[src/rtl/mod_accel_pkg.sv]
// -----------------------------------------------------------------------------
// mod_accel_pkg
// Shared types and width helpers for the sequential modular-arithmetic engine.
//   op_t    : operation encoding presented on the op port
//   state_t : sequencer states of mod_accel_seq
//   dp_width / cnt_width : datapath and counter widths derived from DATA_WIDTH
// Optional feature macro: MOD_ACCEL_EXP_EN (exponentiation, see mod_accel_seq).
// -----------------------------------------------------------------------------
package mod_accel_pkg;

    typedef enum logic [2:0] {
        OP_ADD = 3'b000,
        OP_SUB = 3'b001,
        OP_RED = 3'b010,
        OP_MUL = 3'b100,
        OP_EXP = 3'b101
    } op_t;

    typedef enum logic [2:0] {
        S_IDLE,
        S_ALU,
        S_RED,
        S_MUL,
        S_EXP_SQ,
        S_EXP_MUL,
        S_DONE
    } state_t;

    // One guard bit above the operand width holds any value up to 2m-1.
    function automatic int dp_width(input int w);
        return w + 1;
    endfunction

    // Bits needed to count down from n to 1.
    function automatic int cnt_width(input int n);
        return (n < 2) ? 1 : $clog2(n + 1);
    endfunction

endpackage

[src/rtl/mod_mul_serial.sv]
// -----------------------------------------------------------------------------
// mod_mul_serial
// Interleaved shift-add modular multiplier, one multiplier bit per cycle,
// MSB first: p = 2p mod m; if bit then p = p + mcand mod m. Takes DATA_WIDTH
// steps after a load. Operands must be below m for a correct product.
// Ports:
//   clk, reset   : clock, synchronous active-high reset
//   load_i       : capture mcand_i/mplier_i, clear the product (wins over step)
//   step_i       : advance one bit while a product is in progress
//   mcand_i      : multiplicand
//   mplier_i     : multiplier, consumed MSB first
//   m_i          : modulus, held stable by the caller for the whole product
//   last_o       : the step taken this cycle is the final one
//   prod_o       : product after this cycle's step (valid with last_o)
// Optional feature macro: MOD_ACCEL_EXP_EN (no effect inside this block).
// -----------------------------------------------------------------------------
module mod_mul_serial
    import mod_accel_pkg::*;
#(
    parameter int DATA_WIDTH = 8
) (
    input  logic                  clk,
    input  logic                  reset,
    input  logic                  load_i,
    input  logic                  step_i,
    input  logic [DATA_WIDTH-1:0] mcand_i,
    input  logic [DATA_WIDTH-1:0] mplier_i,
    input  logic [DATA_WIDTH-1:0] m_i,
    output logic                  last_o,
    output logic [DATA_WIDTH-1:0] prod_o
);
    localparam int W   = DATA_WIDTH;
    localparam int DPW = dp_width(W);
    localparam int CW  = cnt_width(W);

    logic [W-1:0]   p_q, mcand_q, mplier_q;
    logic [CW-1:0]  cnt_q;
    logic           busy;
    logic [DPW-1:0] dbl_d, sum_d;
    logic [W-1:0]   dbl_red_d, sum_red_d, p_d;

    assign busy = (cnt_q != '0);

    // The guard bit only feeds the compare; the subtraction is done in W bits,
    // where wrap-around yields the exact reduced value.
    always_comb begin
        dbl_d     = {p_q, 1'b0};
        dbl_red_d = dbl_d[W-1:0] - ((dbl_d >= {1'b0, m_i}) ? m_i : '0);
        sum_d     = {1'b0, dbl_red_d} + {1'b0, mcand_q};
        sum_red_d = sum_d[W-1:0] - ((sum_d >= {1'b0, m_i}) ? m_i : '0);
        p_d       = mplier_q[W-1] ? sum_red_d : dbl_red_d;
    end

    // NOTE: only the step counter is reset; product and operand registers are
    // always reloaded before use, so resetting them would buy nothing.
    always_ff @(posedge clk) begin
        if (reset) begin
            cnt_q <= '0;
        end else if (load_i) begin
            p_q      <= '0;
            mcand_q  <= mcand_i;
            mplier_q <= mplier_i;
            cnt_q    <= CW'(W);
        end else if (step_i && busy) begin
            p_q      <= p_d;
            mplier_q <= {mplier_q[W-2:0], 1'b0};
            cnt_q    <= cnt_q - CW'(1);
        end
    end

    assign last_o = step_i && (cnt_q == CW'(1));
    assign prod_o = p_d;

endmodule

[src/rtl/mod_accel_seq.sv]
// -----------------------------------------------------------------------------
// mod_accel_seq
// Sequential modular-arithmetic engine: add, sub, 2W-bit reduce, multiply and
// (optionally) exponentiate modulo a non-zero modulus, odd or even.
// Ports:
//   clk, reset : clock, synchronous active-high reset
//   start      : request, accepted only while ready=1
//   op         : 000 add, 001 sub, 010 reduce, 100 mult, 101 exp, others reserved
//   a, b       : operands (reduce: a high word, b low word; exp: b exponent)
//   modulant   : modulus m
//   ready      : idle, start is accepted this cycle
//   done       : one-cycle pulse, result/error valid
//   result     : registered result, held until the next result is written
//   error      : illegal request (m==0 or reserved op), held with result
// Optional feature macro: MOD_ACCEL_EXP_EN. When undefined the exponent states
// are not built and op 101 reports an error like any reserved encoding.
// -----------------------------------------------------------------------------
module mod_accel_seq
    import mod_accel_pkg::*;
#(
    parameter int DATA_WIDTH = 8
) (
    input  logic                  clk,
    input  logic                  reset,
    input  logic                  start,
    input  logic [2:0]            op,
    input  logic [DATA_WIDTH-1:0] a,
    input  logic [DATA_WIDTH-1:0] b,
    input  logic [DATA_WIDTH-1:0] modulant,
    output logic                  ready,
    output logic                  done,
    output logic [DATA_WIDTH-1:0] result,
    output logic                  error
);
    localparam int W   = DATA_WIDTH;
    localparam int DPW = dp_width(W);
    localparam int CW  = cnt_width(2 * W);

    state_t         state_q;
    op_t            op_q;
    logic           ready_q, done_q, error_q;
    logic [W-1:0]   result_q, a_q, b_q, m_q, r_q;
    logic [CW-1:0]  cnt_q;

    logic           accept_d, bad_req_d, exp_more_d;
    logic [DPW-1:0] add_sum_d, red_rr_d;
    logic [W-1:0]   add_d, sub_d, red_d;
    logic           mul_load_d, mul_step_d, mul_last;
    logic [W-1:0]   mul_mcand_d, mul_mplier_d, mul_prod;

    // NOTE: every signal gets a default at the top of the block so no path
    // leaves one unassigned, which would infer a latch.
    always_comb begin
        accept_d   = ready_q && start;
        exp_more_d = 1'b0;

        case (op)
            OP_ADD, OP_SUB, OP_RED, OP_MUL: bad_req_d = 1'b0;
`ifdef MOD_ACCEL_EXP_EN
            OP_EXP:                         bad_req_d = 1'b0;
`endif
            default:                        bad_req_d = 1'b1;
        endcase
        if (modulant == '0) bad_req_d = 1'b1;

        add_sum_d = {1'b0, a_q} + {1'b0, b_q};
        add_d     = add_sum_d[W-1:0] - ((add_sum_d >= {1'b0, m_q}) ? m_q : '0);
        sub_d     = a_q - b_q + ((a_q < b_q) ? m_q : '0);

        // Restoring reduction: {a_q,b_q} is shifted out MSB first.
        red_rr_d = {r_q, a_q[W-1]};
        red_d    = red_rr_d[W-1:0] - ((red_rr_d >= {1'b0, m_q}) ? m_q : '0);

        mul_load_d   = 1'b0;
        mul_mcand_d  = a;
        mul_mplier_d = b;
        mul_step_d   = (state_q == S_MUL) || (state_q == S_EXP_SQ) || (state_q == S_EXP_MUL);

        // The multiplier is loaded on the accept edge straight from the ports,
        // so the first step lands in cycle 1.
        if (state_q == S_IDLE && accept_d && !bad_req_d) begin
            if (op == OP_MUL) begin
                mul_load_d = 1'b1;
            end
`ifdef MOD_ACCEL_EXP_EN
            else if (op == OP_EXP) begin
                mul_load_d   = 1'b1;
                mul_mcand_d  = (modulant == W'(1)) ? '0 : W'(1);
                mul_mplier_d = (modulant == W'(1)) ? '0 : W'(1);
            end
`endif
        end

`ifdef MOD_ACCEL_EXP_EN
        // Chain the next product on the same edge the current one finishes,
        // so exponent phases run back to back with no idle cycle.
        exp_more_d = (cnt_q != CW'(1));
        if (mul_last) begin
            if (state_q == S_EXP_SQ && b_q[W-1]) begin
                mul_load_d   = 1'b1;
                mul_mcand_d  = a_q;
                mul_mplier_d = mul_prod;
            end else if ((state_q == S_EXP_SQ || state_q == S_EXP_MUL) && exp_more_d) begin
                mul_load_d   = 1'b1;
                mul_mcand_d  = mul_prod;
                mul_mplier_d = mul_prod;
            end
        end
`endif
    end

    mod_mul_serial #(.DATA_WIDTH(W)) u_mul (
        .clk      (clk),
        .reset    (reset),
        .load_i   (mul_load_d),
        .step_i   (mul_step_d),
        .mcand_i  (mul_mcand_d),
        .mplier_i (mul_mplier_d),
        .m_i      (m_q),
        .last_o   (mul_last),
        .prod_o   (mul_prod)
    );

    // NOTE: all sequential state uses non-blocking assignments so every
    // register samples the pre-edge values regardless of statement order.
    always_ff @(posedge clk) begin
        if (reset) begin
            state_q  <= S_IDLE;
            ready_q  <= 1'b1;
            done_q   <= 1'b0;
            result_q <= '0;
            error_q  <= 1'b0;
        end else begin
            done_q <= 1'b0;
            case (state_q)
                S_IDLE: begin
                    if (accept_d) begin
                        a_q     <= a;
                        b_q     <= b;
                        m_q     <= modulant;
                        op_q    <= (op == OP_SUB) ? OP_SUB : OP_ADD;
                        r_q     <= '0;
                        ready_q <= 1'b0;
                        error_q <= 1'b0;
                        if (bad_req_d) begin
                            result_q <= '0;
                            error_q  <= 1'b1;
                            done_q   <= 1'b1;
                            state_q  <= S_DONE;
                        end else begin
                            case (op)
                                OP_ADD, OP_SUB: state_q <= S_ALU;
                                OP_RED: begin
                                    cnt_q   <= CW'(2 * W);
                                    state_q <= S_RED;
                                end
                                OP_MUL: state_q <= S_MUL;
`ifdef MOD_ACCEL_EXP_EN
                                OP_EXP: begin
                                    cnt_q   <= CW'(W);
                                    state_q <= S_EXP_SQ;
                                end
`endif
                                default: state_q <= S_DONE;
                            endcase
                        end
                    end
                end
                S_ALU: begin
                    result_q <= (op_q == OP_SUB) ? sub_d : add_d;
                    done_q   <= 1'b1;
                    state_q  <= S_DONE;
                end
                S_RED: begin
                    r_q        <= red_d;
                    {a_q, b_q} <= {a_q[W-2:0], b_q, 1'b0};
                    cnt_q      <= cnt_q - CW'(1);
                    if (cnt_q == CW'(1)) begin
                        result_q <= red_d;
                        done_q   <= 1'b1;
                        state_q  <= S_DONE;
                    end
                end
                S_MUL: begin
                    if (mul_last) begin
                        result_q <= mul_prod;
                        done_q   <= 1'b1;
                        state_q  <= S_DONE;
                    end
                end
`ifdef MOD_ACCEL_EXP_EN
                // b_q[W-1] is the exponent bit being processed; it is shifted
                // away once both its square and optional multiply are done.
                S_EXP_SQ: begin
                    if (mul_last) begin
                        if (b_q[W-1]) begin
                            state_q <= S_EXP_MUL;
                        end else if (exp_more_d) begin
                            b_q   <= {b_q[W-2:0], 1'b0};
                            cnt_q <= cnt_q - CW'(1);
                        end else begin
                            result_q <= mul_prod;
                            done_q   <= 1'b1;
                            state_q  <= S_DONE;
                        end
                    end
                end
                S_EXP_MUL: begin
                    if (mul_last) begin
                        if (exp_more_d) begin
                            b_q     <= {b_q[W-2:0], 1'b0};
                            cnt_q   <= cnt_q - CW'(1);
                            state_q <= S_EXP_SQ;
                        end else begin
                            result_q <= mul_prod;
                            done_q   <= 1'b1;
                            state_q  <= S_DONE;
                        end
                    end
                end
`endif
                S_DONE: begin
                    ready_q <= 1'b1;
                    state_q <= S_IDLE;
                end
                default: begin
                    ready_q <= 1'b1;
                    state_q <= S_IDLE;
                end
            endcase
        end
    end

    assign ready  = ready_q;
    assign done   = done_q;
    assign result = result_q;
    assign error  = error_q;

endmodule

[config.mk]
export PLATFORM = sky130hd
export DESIGN_NAME = mod_accel_seq
export DESIGN_NICKNAME = d
export VERILOG_FILES = /design/src/rtl/mod_accel_pkg.sv /design/src/rtl/mod_mul_serial.sv /design/src/rtl/mod_accel_seq.sv
export SDC_FILE = /design/constraint.sdc
export NUM_CORES = 1
export LEC_CHECK = 0
export ABC_AREA = 1
export BUFFER_PORTS_ARGS = -buffer_cell sky130_fd_sc_hd__buf_2
export CORE_MARGIN = 10
export CORE_UTILIZATION = 40
export CTS_BUF_LIST = sky130_fd_sc_hd__clkbuf_8
export CTS_CLUSTER_SIZE = 10
export DETAILED_ROUTE_END_ITERATION = 10
export PLACE_DENSITY = 0.61
export REMOVE_ABC_BUFFERS = 1
export SLEW_MARGIN = 30
export SYNTH_ARGS = -nofsm -noshare
export SYNTH_HDL_FRONTEND = slang
export SYNTH_HIERARCHICAL = 1
export SYNTH_SLANG_ARGS = --single-unit
[constraint.sdc]
create_clock -name clk -period 16 [get_ports clk]
set_input_delay 3.2 -clock clk [delete_from_list [all_inputs] [get_ports clk]]
set_output_delay 3.2 -clock clk [all_outputs]
set_load 0.02 [all_outputs]
Word level (Yosys, flattened, before mapping)

Cells that the tools add are included.

Bitwise gates (word level): 2
$lt $le $gt $ge: 5
Reduce and logical (&&, ||, !) cells: 28
Add/sub/neg operators: 10
Mux-type cells: 45
Equality and inequality tests: 17

Operator list:

| operator                                             | number |
|---|---|
| 2-to-1 mux 8 bit                                     | 17 |
| case mux 8 bit (2 select lines)                      | 3 |
| subtractor 8 bit                                     | 5 |
| greater-or-equal comparator 9 x 8 -> 1 bit           | 4 |
| case mux 8 bit (4 select lines)                      | 1 |
| adder 8 x 8 -> 9 bit                                 | 2 |
| 2-to-1 mux 5 bit                                     | 3 |
| 2-to-1 mux 3 bit                                     | 4 |
| case mux 3 bit (4 select lines)                      | 1 |
| 2-to-1 mux 1 bit                                     | 10 |
| != test 2 bit (second input constant)                | 5 |
| case mux 5 bit (2 select lines)                      | 1 |
| AND reduction 5 bit                                  | 2 |
| equality test 3 x 1 -> 1 bit (second input constant) | 3 |
| equality test 3 x 2 -> 1 bit (second input constant) | 3 |
| equality test 3 bit (second input constant)          | 3 |
| case mux 3 bit (3 select lines)                      | 1 |
| AND reduction 3 bit                                  | 3 |
| adder 8 bit                                          | 1 |
| logical NOT 8 bit                                    | 1 |
| less-than comparator 8 bit                           | 1 |
| 2-to-1 mux 4 bit                                     | 2 |
| AND reduction 2 bit                                  | 4 |
| nonzero test 4 bit                                   | 2 |
| other kinds (16)                                     | 25 |

Logic and storage cells: 123
Output and inout bits: 11
Bits in registers: 82
Input port bits: 30

Longest topological paths before layout

Gate-level depths: netlist of the first run.

Word-level depth: 10
Depth in mapped cells: 44
Depth with buffers taken out: 44

Modules after synthesis

Netlist of the first run, hierarchy kept.

By module, submodules not included:

| module         | instances | area an instance (sq um) | seq. area each (sq um) | cells each |
|---|---|---|---|---|
| mod_accel_seq  | 1         | 4,506.8                  | 1,421.4                | 589 |
| mod_mul_serial | 1         | 2,688.8                  | 800.8                  | 348 |

Least setup slack after synthesis of the first run

Ideal clock, no wire load.

Kind: register to register
Start: register m_q[7]
End: register result_q[6], in the netlist result[6]
Cell stages (with the launch flop): 38
Library setup time: 0.070 ns
Buffers on the path: 0
Slack: 10.251 ns
Data arrival time: 5.679 ns
Data required time: 15.930 ns
Clock period less this slack: 5.749 ns
Path through: edfxtp_1 inv_1 ha_1 nand2_1 nor3b_2 nand3_1 nand3_4 nand2_1 fa_1 nand3_1 nand2_1 a21o_1 a21oi_1 xnor2_1 ha_1 a21oi_1 o21a_1 nand2_1 (+2 left out) ha_1 a41oi_1 nand3_4 nand2_1 inv_1 ha_1 fa_1 inv_1 a31oi_1 nor2_1 o21ai_0 nand2_1 xor2_1 nand2_1 nand2_1 nand2_1 nor3b_1 a21oi_1

Cells in the longest elaborated chain, start to end: 10
Elaborated cells between the ends (all ways): 18
Classes of those cells: add/sub (5); order compare (4); mux (9)

Ends and longest elaborated chain:

| what                                       | RTL line             | text |
|---|---|---|
| start, declared                            | mod_accel_seq.sv:42  | `logic [W-1:0] result_q, a_q, b_q, m_q, r_q;` |
| start signal, assigned                     | mod_accel_seq.sv:140 | `m_q <= modulant;` |
| greater-or-equal comparator 9 x 8 -> 1 bit | mod_mul_serial.sv:48 | `dbl_red_d = dbl_d[W-1:0] - ((dbl_d >= {1'b0, m_i}) ? m_i : '0);` |
| 2-to-1 mux 8 bit                           | mod_mul_serial.sv:48 |  |
| subtractor 8 bit                           | mod_mul_serial.sv:48 |  |
| adder 8 x 8 -> 9 bit                       | mod_mul_serial.sv:49 | `sum_d = {1'b0, dbl_red_d} + {1'b0, mcand_q};` |
| greater-or-equal comparator 9 x 8 -> 1 bit | mod_mul_serial.sv:50 | `sum_red_d = sum_d[W-1:0] - ((sum_d >= {1'b0, m_i}) ? m_i : '0);` |
| 2-to-1 mux 8 bit                           | mod_mul_serial.sv:50 |  |
| subtractor 8 bit                           | mod_mul_serial.sv:50 |  |
| 2-to-1 mux 8 bit (*)                       | mod_mul_serial.sv:51 | `p_d = mplier_q[W-1] ? sum_red_d : dbl_red_d;` |
| net mul_prod[6]                            | mod_accel_seq.sv:49  | `logic [W-1:0] mul_mcand_d, mul_mplier_d, mul_prod;` |
| 2-to-1 mux 8 bit (*)                       | mod_accel_seq.sv:185 | `if (mul_last) begin` |
| case mux 8 bit (4 select lines) (*)        | mod_accel_seq.sv:135 | `case (state_q)` |
| end signal, assigned                       | mod_accel_seq.sv:170 | `result_q <= (op_q == OP_SUB) ? sub_d : add_d;` |
| end signal, assigned                       | mod_accel_seq.sv:179 | `result_q <= red_d;` |
| end signal, assigned                       | mod_accel_seq.sv:186 | `result_q <= mul_prod;` |
| end, declared                              | mod_accel_seq.sv:42  |  |

Mark *: on every way through the listed nets, which the timed path passes. The rest lies on a longest branch. The select of a mux whose other input is x is not followed.
A chain may end at the register's enable or synchronous reset.

Worst setup path after layout of the first run

Same ends and word-level chain as after synthesis.

==> results of run 1 <==
[logic make-up (layout without fill, tap and decap cells)]
| logic type | Yosys count | count (layout) | share of synthesized area (%) |
|---|---|---|---|
| buffers and inverters | 179 | 230 | 9.564 |
| flip-flops | 80 | 80 | 30.88 |
| AND/OR/NAND/NOR | 399 | 399 | 24.60 |
| adder cells (fa/ha/maj) | 110 | 110 | 20.48 |
| AO/OA/AOI/OAI | 151 | 151 | 12.17 |
| XOR/XNOR | 18 | 18 | 2.295 |
[per-layer routing]
metal	track usage, %	wire length (um)	vias up
li1	-	-	3154
met1	19.28	8468	2786
met2	28.24	9445	107
met3	2.399	576	27
met4	5.038	440	0
met5	0	0	-
[metrics by stage]
stage / instance area (um2) / util (%) / power (W)
final: 7878 / 45.07 / 0.001614
after global routing: 7878 / 45.07 / 0.001813
after CTS: 7878 / 45.07 / 0.001622
after detailed placement: 7681 / 43.95 / 0.001458
after global placement: 7681 / 43.95 / 0.001456
after floorplan: 7147 / - / 0.001184
[where the power goes]
| group | internal, W | switching [W] | total, W |
|---|---|---|---|
| registers | 0.000289 | 0.0000403 | 0.000329 |
| logic | 0.000412 | 0.000718 | 0.00113 |
| clock network | 0.0000760 | 0.0000794 | 0.000155 |
[critical path, delay by kind of cell, from the launching register on]
family / cells / cell delay, ns
adder cells (fa/ha/maj): 6 / 1.88
buffers and inverters: 3 / 0.27
AND/OR/NAND/NOR: 20 / 2.08
flip-flops: 1 / 0.63
XOR/XNOR: 2 / 0.39
AO/OA/AOI/OAI: 7 / 1.14
[cells in the final DEF, fill, tap and decap left out, types with 6 or more instances in the layout]
master	synthesis	final
edfxtp_1	62	62
a31oi_1	6	6
ha_1	97	97
clkbuf_8	0	10
xor2_1	8	8
nand2_1	235	235
nand3_1	40	40
inv_2	7	8
inv_1	159	159
dfxtp_1	18	18
buf_2	0	40
nor3_1	9	8
xnor2_1	9	9
o21ai_0	47	47
a21oi_1	64	63
fa_1	13	13
nor2_1	72	72
[how the worst max path moves through the flow]
stage	start	endpoint	slack (ns)	cells after the start
final	m_q[7]	result[6]	9.53	38
after floorplan	op[2]	u_mul/mplier_q[0]	9.12	11
after global placement	m_q[7]	result[6]	9.62	37
after detailed placement	m_q[7]	result[6]	9.54	38
after CTS	m_q[7]	result[6]	9.52	38
after global routing	m_q[7]	result[6]	8.86	38
[layout make-up]
type / count / area (um2)
Clock buffer: 10 / 137.6
Clock inverter: 6 / 58.81
Fill cell: 1766 / 9599
Inverter: 169 / 639.4
Multi-Input combinational cell: 678 / 4300
Sequential cell: 80 / 2222
Tap cell: 225 / 281.5
Timing Repair Buffer: 45 / 237.7
[registers in the layout (all words and copies together), names as in the netlist, 3 cells and up]
register / cells
a_q: 8
b_q: 8
cnt_q: 5
m_q: 8
r_q: 8
result: 8
state_q: 3
u_mul/cnt_q: 4
u_mul/mcand_q: 8
u_mul/mplier_q: 8
u_mul/p_q: 8
==> results.tsv, run 1 <==
stage	metric	value	unit
cts	CTS sink count	80	
logic_synthesis	synth top area cells	edfxtp_1, ha_1, nand2_1	
cts	clock-pin slew on the worst setup and hold paths	0.08	ns
power_and_ir_drop	Pleak	4.014	nW
worst_hold_path	endpoint of the worst hold path	result[4]	
finish	layout cells sized above 1	11.03	%
drt	Routed WL	18930	um
worst_setup_path	end of the worst register-to-register path	result[6]	
placed_design	Post-Place Worst Slack	9.537	ns
power_and_ir_drop	Max VDD drop	0.0001304	V
finish	n_diodes	0	
die	I/O Pins	41	
worst_setup_path	WS Path Type	flop to flop	
sta	Slew Limit Fails	0	
finish	Layout Nets	1123	
sta	# setup viols final	0	
drt	first drt pass iteration count	5	
die	CORE AREA	0.01748	mm2
worst_setup_path	cell mode on critical path	nand2_1	
grt	total grt overflow	0	
sta	final setup TNS	0	ns
drt	DRC Markers	0	
grt	vias in the first global route	5914	
sta	Highest Clock Rate	0.1546	GHz
cts	Post-CTS Repair Setup Buffers	0	
die	Starting Density	41.17	%
sta	PnR worst setup slack	9.534	ns
logic_synthesis	flops & latches, synth	80	
worst_setup_path	CP startpoint kind	flop	
drt	Post-DRT Antenna Nets	0	
sta	Setup Skew	0.007813	ns
grt	gr usage total	15.95	%
outcome	status	finished clean	
die	total die area	0.02375	mm2
worst_setup_path	R2R Setup Slk	9.53	ns
cts	Clock Latency Late Sink	0.37	ns
placed_design	IO buf count	40	
finish	P&R area growth vs syn	9.477	%
sta	RSZ-0062 raised after global routing	no	
drt	routed len/inst	15.61	um
power_and_ir_drop	PwrDens	204.9	mW/mm2
die	std cell rows	48	
cts	CTS resizes	0	
logic_synthesis	Post-Syn Area per Cell	7.679	um2
worst_setup_path	CP arrival	6.77	ns
logic_synthesis	EDFF count, synth	62	
logic_synthesis	post-synth top area cell	edfxtp_1	
cts	Post-CTS Hold Fix Bufs	0	
placed_design	Placed Cells	1197	
drt	initial DRC count	332	
drt	via density per instance	5.007	
run	Max Cap Viol	0	
sta	max_slew headroom	44.34	%
worst_hold_path	Hold Startpoint	result[4]	
grt	first-pass GRT wire length	30530	um
logic_synthesis	cells after synthesis	937	
cts	Root Driver	clkbuf_8	
sta	final hold vios	0	
finish	Final Non-Filler Cells	1213	
cts	CTS buffer count	9	
logic_synthesis	register area share after synthesis	30.88	%
placed_design	post-DP HPWL	15390	um
worst_setup_path	CP Data Required Time	16.30	ns
logic_synthesis	synth unique cells	54	
worst_setup_path	Slowest Stage Delay on Critical Path	0.63	ns
grt	largest net degree at the start of global routing	36	
grt	antenna violations before repair	1	
worst_setup_path	CP Capture Type	flop	
logic_synthesis	Async SR Flop Fraction	0	%
logic_synthesis	Most used DFF post-synth	edfxtp_1	
worst_hold_path	worst hold path stage count	2	
cts	clk buf depth	2	
logic_synthesis	top cell type's share of synthesized area	25.87	%
logic_synthesis	synthesized area	0.007196	mm2
logic_synthesis	YS warnings	6	
sta	Slew @ Worst Pin	0.8303	ns
drt	vias	6074	
logic_synthesis	most frequent cells after synthesis	nand2_1, inv_1, ha_1, nor2_1, a21oi_1	
placed_design	RD Place Congestion	0.9529	
worst_setup_path	Worst path slowest cell	edfxtp_1	
cts	number of H-tree levels	3	
cts	CTS tree	built	
die	Die W	154.1	um
sta	hold_ws	0.4675	ns
worst_hold_path	Min-Delay Path Class	flop to flop	
sta	minimum clock period	6.466	ns
worst_setup_path	worst r2r src	m_q[7]	
worst_setup_path	Worst R2R Path Depth	38	
die	die height	154.1	um
worst_setup_path	largest fanout on the critical path	13	
logic_synthesis	count leader, synth	nand2_1	
sta	fin crit share	40.42	%
Power figures use the tool's default switching activity.
==> run 2: changes to the inputs <==
--- a/config.mk
+++ b/config.mk
@@ -5,7 +5,7 @@
 export SDC_FILE = /design/constraint.sdc
 export NUM_CORES = 1
 export LEC_CHECK = 0
-export ABC_AREA = 1
+export ABC_AREA = 0
 export BUFFER_PORTS_ARGS = -buffer_cell sky130_fd_sc_hd__buf_2
 export CORE_MARGIN = 10
 export CORE_UTILIZATION = 40
==> constraint.sdc (replaced) <==
create_clock -name clk -period 6.1 [get_ports clk]
set_input_delay 1.22 -clock clk [delete_from_list [all_inputs] [get_ports clk]]
set_output_delay 1.22 -clock clk [all_outputs]
set_load 0.02 [all_outputs]
==> results.tsv, run 2 <==
stage	metric	value	unit	change
outcome	status	finished, violations left		was finished clean
outcome	failing checks	negative setup slack		
sta	max_slew headroom	30.07	%	was 44.34%
finish	n_diodes	0		unchanged
power_and_ir_drop	cell internal pwr	0.002703	W	was 0.0007765 W
worst_setup_path	CP arrival	7.09	ns	was 6.77 ns
logic_synthesis	EDFF count, synth	62		unchanged
finish	area taken by multi-input logic gates	0.004828	mm2	was 0.004300 mm2
cts	clk buf depth	2		unchanged
worst_setup_path	CP Capture Type	flop		unchanged
cts	CTS sink count	80		unchanged
power_and_ir_drop	Switching Fraction	46.02	%	was 51.90%
placed_design	post-DP HPWL	14690	um	was 15390 um
die	I/O Pins	41		unchanged
worst_setup_path	CP startpoint kind	flop		unchanged
drt	Post-DRT Antenna Nets	0		unchanged
drt	first drt pass iteration count	5		unchanged
placed_design	IO buf count	40		unchanged
worst_setup_path	cell mode on critical path	ha_4		was nand2_1
cts	Root Driver	clkbuf_8		unchanged
die	Starting Density	40.64	%	was 41.17%
cts	clock-pin slew on the worst setup and hold paths	0.10	ns	was 0.08 ns
sta	# setup viols final	13		was 0
finish	layout cells sized above 1	26.39	%	was 11.03%
sta	PnR worst setup slack	-0.7576	ns	was 9.534 ns
power_and_ir_drop	PwrDens	570.8	mW/mm2	was 204.9 mW/mm2
sta	Highest Clock Rate	0.1458	GHz	was 0.1546 GHz
die	die height	152.3	um	was 154.1 um
die	Die W	152.3	um	was 154.1 um
placed_design	Placement Cell Area	0.008005	mm2	was 0.007681 mm2
grt	total grt overflow	0		unchanged
die	CORE AREA	0.01724	mm2	was 0.01748 mm2
logic_synthesis	Async SR Flop Fraction	0	%	unchanged
worst_setup_path	WS Path Type	flop to flop		unchanged
power_and_ir_drop	Seq pwr share	16.8	%	was 20.4%
worst_setup_path	largest fanout on the critical path	4		was 13
logic_synthesis	register area share after synthesis	31.72	%	was 30.88%
finish	register area	0.002222	mm2	unchanged
power_and_ir_drop	Pleak	3.881	nW	was 4.014 nW
grt	gr usage total	16.18	%	was 15.95%
logic_synthesis	most frequent cells after synthesis	ha_1, nand2_1, inv_1, edfxtp_1, nor2_1		was nand2_1, inv_1, ha_1, nor2_1, a21oi_1
logic_synthesis	count leader, synth	ha_1		was nand2_1
sta	hold_ws	0.4989	ns	was 0.4675 ns
finish	commonest non-fill, non-tap cell in the layout	buf_4		was nand2_1
grt	first-pass GRT wire length	30440	um	was 30530 um
logic_synthesis	YS warnings	6		unchanged
logic_synthesis	synth unique cells	66		was 54
logic_synthesis	top cell type's share of synthesized area	26.58	%	was 25.87%
run	Max Cap Viol	0		unchanged
logic_synthesis	cells after synthesis	766		was 937
logic_synthesis	Most used DFF post-synth	edfxtp_1		unchanged
power_and_ir_drop	net switching power	0.002305	W	was 0.0008378 W
sta	final hold vios	0		unchanged
worst_setup_path	Worst path slowest cell	edfxtp_1		unchanged
cts	CTS tree	built		unchanged
power_and_ir_drop	Max VDD drop	0.0002417	V	was 0.0001304 V
drt	via density per instance	5.292		was 5.007
finish	Fillers	1592		was 1766
finish	cell area after layout	0.008775	mm2	was 0.007878 mm2
drt	DRC Markers	0		unchanged
drt	Routed WL	19350	um	was 18930 um
placed_design	RD Place Congestion	0.8675		was 0.9529
power_and_ir_drop	Gate power share	74.9	%	was 70.0%
drt	initial DRC count	379		was 332
logic_synthesis	flops & latches, synth	80		unchanged
drt	routed len/inst	17.17	um	was 15.61 um
sta	minimum clock period	6.858	ns	was 6.466 ns
finish	P&R area growth vs syn	25.25	%	was 9.477%
cts	Clock Latency Late Sink	0.37	ns	about the same
cts	CTS buffer count	9		unchanged
placed_design	Post-Place Worst Slack	-1.111	ns	was 9.537 ns
cts	number of H-tree levels	3		unchanged
finish	Layout Nets	1037		was 1123
power_and_ir_drop	Clock power frac	8.2	%	was 9.6%
die	std cell rows	48		unchanged
sta	Setup Skew	0.01810	ns	was 0.007813 ns
sta	RSZ-0062 raised after global routing	yes		was no
grt	antenna violations before repair	0		was 1
sta	fin crit share	112.4	%	was 40.42%
grt	largest net degree at the start of global routing	41		was 36
logic_synthesis	Post-Syn Area per Cell	9.146	um2	was 7.679 um2
finish	most frequent cells in the layout	buf_4, ha_1, nand2_1		was nand2_1, inv_1, ha_1
worst_hold_path	Min-Delay Path Class	flop to flop		unchanged
die	total die area	0.02321	mm2	was 0.02375 mm2
worst_setup_path	CP Data Required Time	6.33	ns	was 16.30 ns
sta	Slew Limit Fails	0		unchanged
worst_setup_path	Slowest Stage Delay on Critical Path	0.41	ns	was 0.63 ns
logic_synthesis	synth top area cells	edfxtp_1, ha_1, dfxtp_1		was edfxtp_1, ha_1, nand2_1
logic_synthesis	post-synth top area cell	edfxtp_1		unchanged
drt	vias	5964		was 6074
grt	vias in the first global route	5947		was 5914
sta	Slew @ Worst Pin	1.045	ns	was 0.8303 ns
logic_synthesis	synthesized area	0.007005	mm2	was 0.007196 mm2
run 2: power groups by stage:
stage	clock (W)	sequential [W]	combinational, W
after floorplan	0	0.000864	0.00222
after global placement	0	0.000853	0.00321
after detailed placement	0	0.000854	0.00322
after CTS	0.000423	0.000842	0.00354
after global routing	0.000444	0.000856	0.00416
final	0.000413	0.000843	0.00375
run 2: stage by stage:
| step | utilization (%) | TNS [ns] | power [W] | std cells |
|---|---|---|---|---|
| CTS | 49.91 | -3.976 | 0.004803 | 1125 |
| floorplan | - | -4.523 | 0.003081 | 746 |
| global placement | 46.40 | -7.001 | 0.004060 | 1089 |
| global route | 50.91 | -9.322 | 0.005458 | 1127 |
| detailed placement | 46.44 | -10.29 | 0.004070 | 1089 |
| finish | 50.91 | -5.996 | 0.005008 | 1127 |
run 2: path summary, 6_finish.rpt:
kind                                 from        end  slack, ns  cells after the start
worst min-delay path            result[1]  result[1]       0.50                      2
worst min register to register  result[1]  result[1]       0.50                      2
worst max register to register     m_q[6]  result[5]      -0.76                     34
worst max-delay path               m_q[6]  result[5]      -0.76                     34
run 2: area by class of cell:
class,instances,share of cell area (%)
timing repair buffer,140,10.92
inverter,75,3.208
clock inverter,7,0.8983
clock buffer,9,1.412
tap,225,3.208
sequential,80,25.32
multi-input combinational,591,55.03
run 2: metal layers:
layer | up-vias | share of wire, % | routed length [um] | global-route usage [%]
li1 | 3001 | - | - | -
met1 | 2815 | 44 | 8525 | 19.62
met2 | 120 | 49 | 9535 | 28.15
met3 | 28 | 4.1 | 794 | 2.907
met4 | 0 | 2.6 | 498 | 5.410
met5 | - | 0 | 0 | 0
run 2: critical path, delay by kind of cell, from the launching register on:
kind / cells / cell delay, ns
and+or+nand+nor: 11 / 1.44
DFF: 1 / 0.41
AOI/OAI and AO/OA: 14 / 3.12
xor gates and xnor gates: 3 / 0.43
adders and majority gates: 5 / 1.20
buffers and inverters: 1 / 0.10
run 2: kinds of logic (layout without fill, tap and decap cells):
group | after synthesis | in the layout | share of synthesized area (%)
multiplexers | 14 | 14 | 2.179
AO/OA/AOI/OAI | 177 | 177 | 16.99
AND/OR/NAND/NOR | 248 | 248 | 17.02
flip-flops | 80 | 80 | 31.72
adder cells (fa/ha/maj) | 110 | 110 | 21.04
XOR/XNOR | 42 | 42 | 5.823
buffers and inverters | 95 | 231 | 5.233
run 2: repair_timing:
action / in CTS / in global routing
gates resized for setup: 49 / 27
pin swaps: 41 / 37
buffers inserted: 22 / 6
hold buffers: 0 / 0
endpoints found under the setup margin: 15 / 15
